<file path="config.mk">
export PLATFORM = sky130hd
export DESIGN_NAME = xc_malu_seq
export DESIGN_NICKNAME = d
export VERILOG_FILES = /design/src/rtl/xc_malu_seq.sv
export SDC_FILE = /design/constraint.sdc
export NUM_CORES = 1
export LEC_CHECK = 0
export ABC_CLOCK_PERIOD_IN_PS = 2500
export CAP_MARGIN = 20
export CORE_AREA = 2 2 178 180
export CTS_BUF_LIST = sky130_fd_sc_hd__clkbuf_4 sky130_fd_sc_hd__clkbuf_8
export DETAILED_ROUTE_END_ITERATION = 8
export DIE_AREA = 0 0 180 182
export GPL_ROUTABILITY_DRIVEN = 1
export MAX_ROUTING_LAYER = met4
export SLEW_MARGIN = 20
export SYNTH_ARGS = -nofsm -noshare
export SYNTH_HDL_FRONTEND = slang
export SYNTH_SLANG_ARGS = --single-unit
</file>
<file path="constraint.sdc">
create_clock -name clock -period 2.5 [get_ports clock]
set_clock_uncertainty 0.05 [all_clocks]
set_input_delay 0.375 -clock clock [delete_from_list [all_inputs] [get_ports clock]]
set_output_delay 0.375 -clock clock [all_outputs]
set_load 0.05 [all_outputs]
</file>
<file path="src/rtl/xc_malu_seq.sv">
// xc_malu_seq: sequencer for the multi-cycle MALU datapath.
// Holds the count/acc/arg_0/arg_1 state and feeds it to a combinational
// datapath. Each busy cycle it registers the datapath's next-state values.
// It stops when the datapath reports a final result, or when the watchdog
// expires. Completion is a registered one-cycle ready pulse with the result
// and the timeout qualifier.
// MAX_CYCLES must be below 2**CNT_W, so that count never wraps.

module xc_malu_seq #(
  parameter int unsigned CNT_W      = 6,
  parameter int unsigned MAX_CYCLES = 40
) (
  input  logic              clock,
  input  logic              resetn,
  input  logic              valid,
  input  logic              flush,
  input  logic [31:0]       rs1,
  input  logic [31:0]       rs2,
  output logic [CNT_W-1:0]  count,
  output logic [63:0]       acc,
  output logic [31:0]       arg_0,
  output logic [31:0]       arg_1,
  input  logic [63:0]       n_acc,
  input  logic [31:0]       n_arg_0,
  input  logic [31:0]       n_arg_1,
  input  logic              dp_ready,
  input  logic [63:0]       dp_result,
  output logic [63:0]       result,
  output logic              ready,
  output logic              timeout
);

  typedef enum logic [1:0] {
    ST_IDLE = 2'd0,
    ST_BUSY = 2'd1,
    ST_DONE = 2'd2
  } state_t;

  // This is the last busy step the watchdog allows before it forces completion.
  localparam logic [CNT_W-1:0] CNT_LAST = CNT_W'(MAX_CYCLES - 1);
  localparam logic [CNT_W-1:0] CNT_ONE  = CNT_W'(1);
  localparam logic [CNT_W-1:0] CNT_ZERO = '0;

  state_t           state_r,   state_nx_s;
  logic [CNT_W-1:0] count_r,   count_nx_s;
  logic [63:0]      acc_r,     acc_nx_s;
  logic [31:0]      arg_0_r,   arg_0_nx_s;
  logic [31:0]      arg_1_r,   arg_1_nx_s;
  logic [63:0]      result_r,  result_nx_s;
  logic             ready_r,   ready_nx_s;
  logic             timeout_r, timeout_nx_s;

  // Next-state logic: accept, step, abort, or complete the in-flight op.
  always_comb begin
    state_nx_s   = state_r;
    count_nx_s   = count_r;
    acc_nx_s     = acc_r;
    arg_0_nx_s   = arg_0_r;
    arg_1_nx_s   = arg_1_r;
    result_nx_s  = result_r;
    ready_nx_s   = 1'b0;
    timeout_nx_s = 1'b0;

    case (state_r)
      ST_IDLE: begin
        if (valid && !flush) begin
          state_nx_s = ST_BUSY;
          count_nx_s = CNT_ZERO;
          acc_nx_s   = 64'd0;
          arg_0_nx_s = rs1;
          arg_1_nx_s = 32'd0;
        end else begin
          state_nx_s = ST_IDLE;
        end
      end

      ST_BUSY: begin
        if (flush || !valid) begin
          // Abort: a dropped request behaves exactly like a flush.
          state_nx_s = ST_IDLE;
          count_nx_s = CNT_ZERO;
        end else if (dp_ready) begin
          state_nx_s  = ST_DONE;
          result_nx_s = dp_result;
          ready_nx_s  = 1'b1;
        end else if (count_r == CNT_LAST) begin
          // The watchdog expired, so complete the op with a zero result.
          state_nx_s   = ST_DONE;
          result_nx_s  = 64'd0;
          ready_nx_s   = 1'b1;
          timeout_nx_s = 1'b1;
        end else begin
          count_nx_s = count_r + CNT_ONE;
          acc_nx_s   = n_acc;
          arg_0_nx_s = n_arg_0;
          arg_1_nx_s = n_arg_1;
        end
      end

      ST_DONE: begin
        // ready is high in this cycle. valid and flush are ignored here.
        state_nx_s = ST_IDLE;
      end

      default: begin
        state_nx_s = ST_IDLE;
      end
    endcase
  end

  // State and output registers. An asynchronous reset clears everything, so no ready pulse follows.
  always_ff @(posedge clock or negedge resetn) begin
    if (!resetn) begin
      state_r   <= ST_IDLE;
      count_r   <= CNT_ZERO;
      acc_r     <= 64'd0;
      arg_0_r   <= 32'd0;
      arg_1_r   <= 32'd0;
      result_r  <= 64'd0;
      ready_r   <= 1'b0;
      timeout_r <= 1'b0;
    end else begin
      state_r   <= state_nx_s;
      count_r   <= count_nx_s;
      acc_r     <= acc_nx_s;
      arg_0_r   <= arg_0_nx_s;
      arg_1_r   <= arg_1_nx_s;
      result_r  <= result_nx_s;
      ready_r   <= ready_nx_s;
      timeout_r <= timeout_nx_s;
    end
  end

  assign count   = count_r;
  assign acc     = acc_r;
  assign arg_0   = arg_0_r;
  assign arg_1   = arg_1_r;
  assign result  = result_r;
  assign ready   = ready_r;
  assign timeout = timeout_r;

endmodule

</file>
==> parameters.txt <==
Parameter                              Value

Timing
  Achievable Freq ... 435 MHz
  Worst Max-Slew Pin Slew ... 0.646 ns
  Final cycle utilization of the critical path ... 91.9%
  Post-route worst setup slack ... 0.201 ns
  Max_slew headroom ... 56.8%
  Worst hold margin ... 0.353 ns
  Count of endpoints failing hold in the final timing report ... 0
  Count of final max-slew check failures ... 0
  Finish-stage setup viols ... 0
  RSZ-0062 raised after global routing ... no
  Summed negative setup slack over all endpoints ... 0 ns
  Final critical-path required period ... 2.30 ns

Yosys
  Area share of xor/xnor cells in the synthesized design ... 0%
  Simple-gate share of the synthesized area ... 5.68%
  Avg Synthesized Cell Area ... 12.2 um^2
  Leading area contributor after synthesis ... dfrtp_1
  Synth warnings ... 0
  Post-Synthesis Cells ... 700
  Cells taking the most area after synthesis ... dfrtp_1 (59%), mux2i_1 (11%), mux2_2 (6.7%), a22o_1 (6.6%), inv_1 (4.4%)
  Cell area after synthesis ... 8550 um^2
  Most common cell in the synthesized netlist ... dfrtp_1
  Arithmetic-cell share of the synthesized area counting full adders, half adders and majority gates ... 0.146%
  Most used standard cells in the synthesized netlist ... dfrtp_1 (202), inv_1 (101), nand2_1 (100), mux2i_1 (98), a22o_1 (64)
  Most common flop cell mapped by yosys ... dfrtp_1
  Post-synthesis async set-or-reset flop share ... 100%
  Syn_nets ... 962
  Proportion of netlist area held by the largest area contributor ... 59.1%
  Sequential area share after synthesis ... 59.1%
  Compound-Gate Fraction of Synth Area ... 7.48%
  Number of register bits inferred by synthesis ... 202
  Largest family of logic cells by synthesized area ... multiplexers
  Unique cell type count in the Yosys netlist ... 28
  Number of flops mapped to enable cells by yosys ... 0
  Multiplexer share of the synthesized area ... 19.9%

Run
  # Max-Cap Violations ... 0

Die
  Die H ... 182 um
  Rows ... 65
  Number of top-level design ports ... 461
  Area of the die ... 32,800 um^2
  Die span in x ... 180 um
  Total core area ... 31,000 um^2
  Effective utilization at floorplan ... 27.6%

Hold path
  HP Class ... input pin to register
  Worst hold path stage count ... 3

Global route
  Number of antenna violations at the first check in global routing ... 2
  Remaining global-route overflow ... 0
  GRT Resource Usage Total ... 16.5%
  Largest net degree at the start of global routing ... 67
  Via count of the first global-routing pass ... 7,346
  First-pass GRT wire length ... 41,800 um

Worst setup path
  Critical path data required time ... 2.08 ns
  Critical path start-end classification ... register to primary output
  Endpoint type of the worst setup path ... primary output
  Largest delay contributor family on the critical path ... buffers and inverters
  Critical path startpoint category ... register
  Critical path fanouts, max ... 8
  CP Cell Sequence ... clkdlybuf4s50_1
  Maximum single-stage delay on the critical path ... 0.89 ns
  Stages on worst setup path ... 1
  WP buf/inv ... 1
  Crit path max-delay cell type ... clkdlybuf4s50_1
  Data arrival at the endpoint of the critical path ... 1.87 ns
  Worst Reg-to-Reg Cells ... 7

Power
  Overall power after layout ... 11,000 uW
  Peak supply drop ... 515 uV
  Total power divided by cell area ... 783 nW/um^2
  Pleak ... 0.00593 uW

Clock tree
  Clock transition at the registers of the reported paths ... 0.06 ns
  Total clock buffers created by CTS ... 36
  Buffer cell driving the clock tree root ... clkbuf_8
  Clock latency on the worst-skew pair ... 0.51 ns
  Number of H-tree levels ... 2
  Number of gates resized after cts ... 0
  # clock sinks ... 202
  Number of post-CTS setup repair buffers ... 0
  CTS max path bufs ... 3
  Clock tree from TritonCTS ... built

Cells and area
  Layout fillers ... 2,923
  P&R area growth vs syn ... 64.6%
  Final-stage net count ... 1,406
  Fraction of layout cells with a size suffix above 1 ... 11.4%

Routing
  DRC errors left ... 0
  Total via count in the routed design ... 6,779
  DRT Pass-1 Iters ... 4
  Final ANT Viol Nets ... 0
  Routed WL ... 26,500 um
  WL per Instance ... 16.9 um
  Via density ... 4.32
  DRT iter0 DRCs ... 246

Outcome
  Outcome ... finished clean

Place
  DPL Wire Length ... 19,400 um
  Worst setup slack before clock tree synthesis ... 0.00172 ns
  IO buf count ... 428
  Global placement routability congestion ... 0.750
==> cells by family after synthesis <==
group | after synthesis
fa+ha+maj | 1
simple gates | 117
buf+inv | 143
flops | 202
mux | 162
compound gates | 75
==> worst register-to-register path, cell delays in order (launching register included) <==
cell	delay, ns
dfrtp_1	0.41
ha_1	0.25
and3b_1	0.21
a21o_1	0.23
a21boi_4	0.24
buf_12	0.26
buf_12	0.26
mux2i_1	0.23
==> registers in the layout, summed over array words and instances, names as in the netlist <==
| register | cells |
|---|---|
| acc | 64 |
| result | 64 |
| arg_0 | 32 |
| arg_1 | 32 |
| count | 6 |
| state_r | 2 |
| ready | 1 |
| timeout | 1 |
==> layout make-up <==
class                   instances  area [um^2]  share of cell area [%]
flip-flops and latches        202         5050                    35.9
clock buffers                  56          671                    4.76
well taps                     402          503                    3.57
multi-input cells             355         2860                    20.3
inverters                     101          379                    2.69
diodes                          2         5.00                  0.0355
clock inverters                 2         15.0                   0.107
repair buffers                448         4590                    32.6
==> power breakdown <==
group | switching [uW] | total, uW | internal [uW] | leakage [uW]
registers | 272 | 4030 | 3760 | 0.00263
logic | 2440 | 4000 | 1550 | 0.00294
clock network | 1310 | 3000 | 1690 | 0.000362
total | 4030 | 11000 | 7000 | 0.00593
==> path summary, 6_finish.rpt <==
| kind | from | endpoint | slack (ns) |
|---|---|---|---|
| setup / recovery | count[3] | count[3] | 0.20 |
| hold / removal | n_arg_1[12] | arg_1[12] | 0.35 |
| setup reg to reg | count[0] | acc[57] | 0.28 |
| hold reg to reg | arg_0[26] | arg_0[26] | 0.43 |
| max in group asynchronous | resetn | arg_1[8] | 1.30 |
| min in group asynchronous | resetn | result[50] | 0.39 |
==> repair_timing <==
action / in CTS / in global routing
hold buffers: 1 / 0
hold endpoints to repair: 59 / 0
endpoints found under the setup margin: 0 / 0
==> layer usage <==
| layer | track usage (%) | part of all wire [%] | up-vias |
|---|---|---|---|
| met5 | - | 0 | - |
| met4 | 5.37 | 2.9 | 0 |
| met3 | 6.28 | 9.6 | 52 |
| met2 | 25.6 | 45 | 322 |
| met1 | 19.8 | 42 | 3200 |
| li1 | - | - | 3205 |
==> through the flow <==
stage | utilization (%) | area, um^2 | std cells
finish | 45.4 | 14100 | 1568
global route | 45.4 | 14100 | 1568
CTS | 45.4 | 14100 | 1566
detailed placement | 43.2 | 13400 | 1507
global placement | 43.2 | 13400 | 1507
floorplan | - | 8550 | 700
==> layout by cell type, fill, tap and decap left out, drive strengths merged, types with 5 or more instances in the layout <==
cell | Yosys | routed
clkdlybuf4s50 | 0 | 427
nand2 | 100 | 100
nor2b | 5 | 5
mux2 | 64 | 64
clkbuf | 4 | 57
a22o | 64 | 64
dfrtp | 202 | 202
mux2i | 98 | 98
a31oi | 5 | 5
inv | 101 | 101
buf | 38 | 19
nand3 | 5 | 5
(Power assumes the default switching activity.)
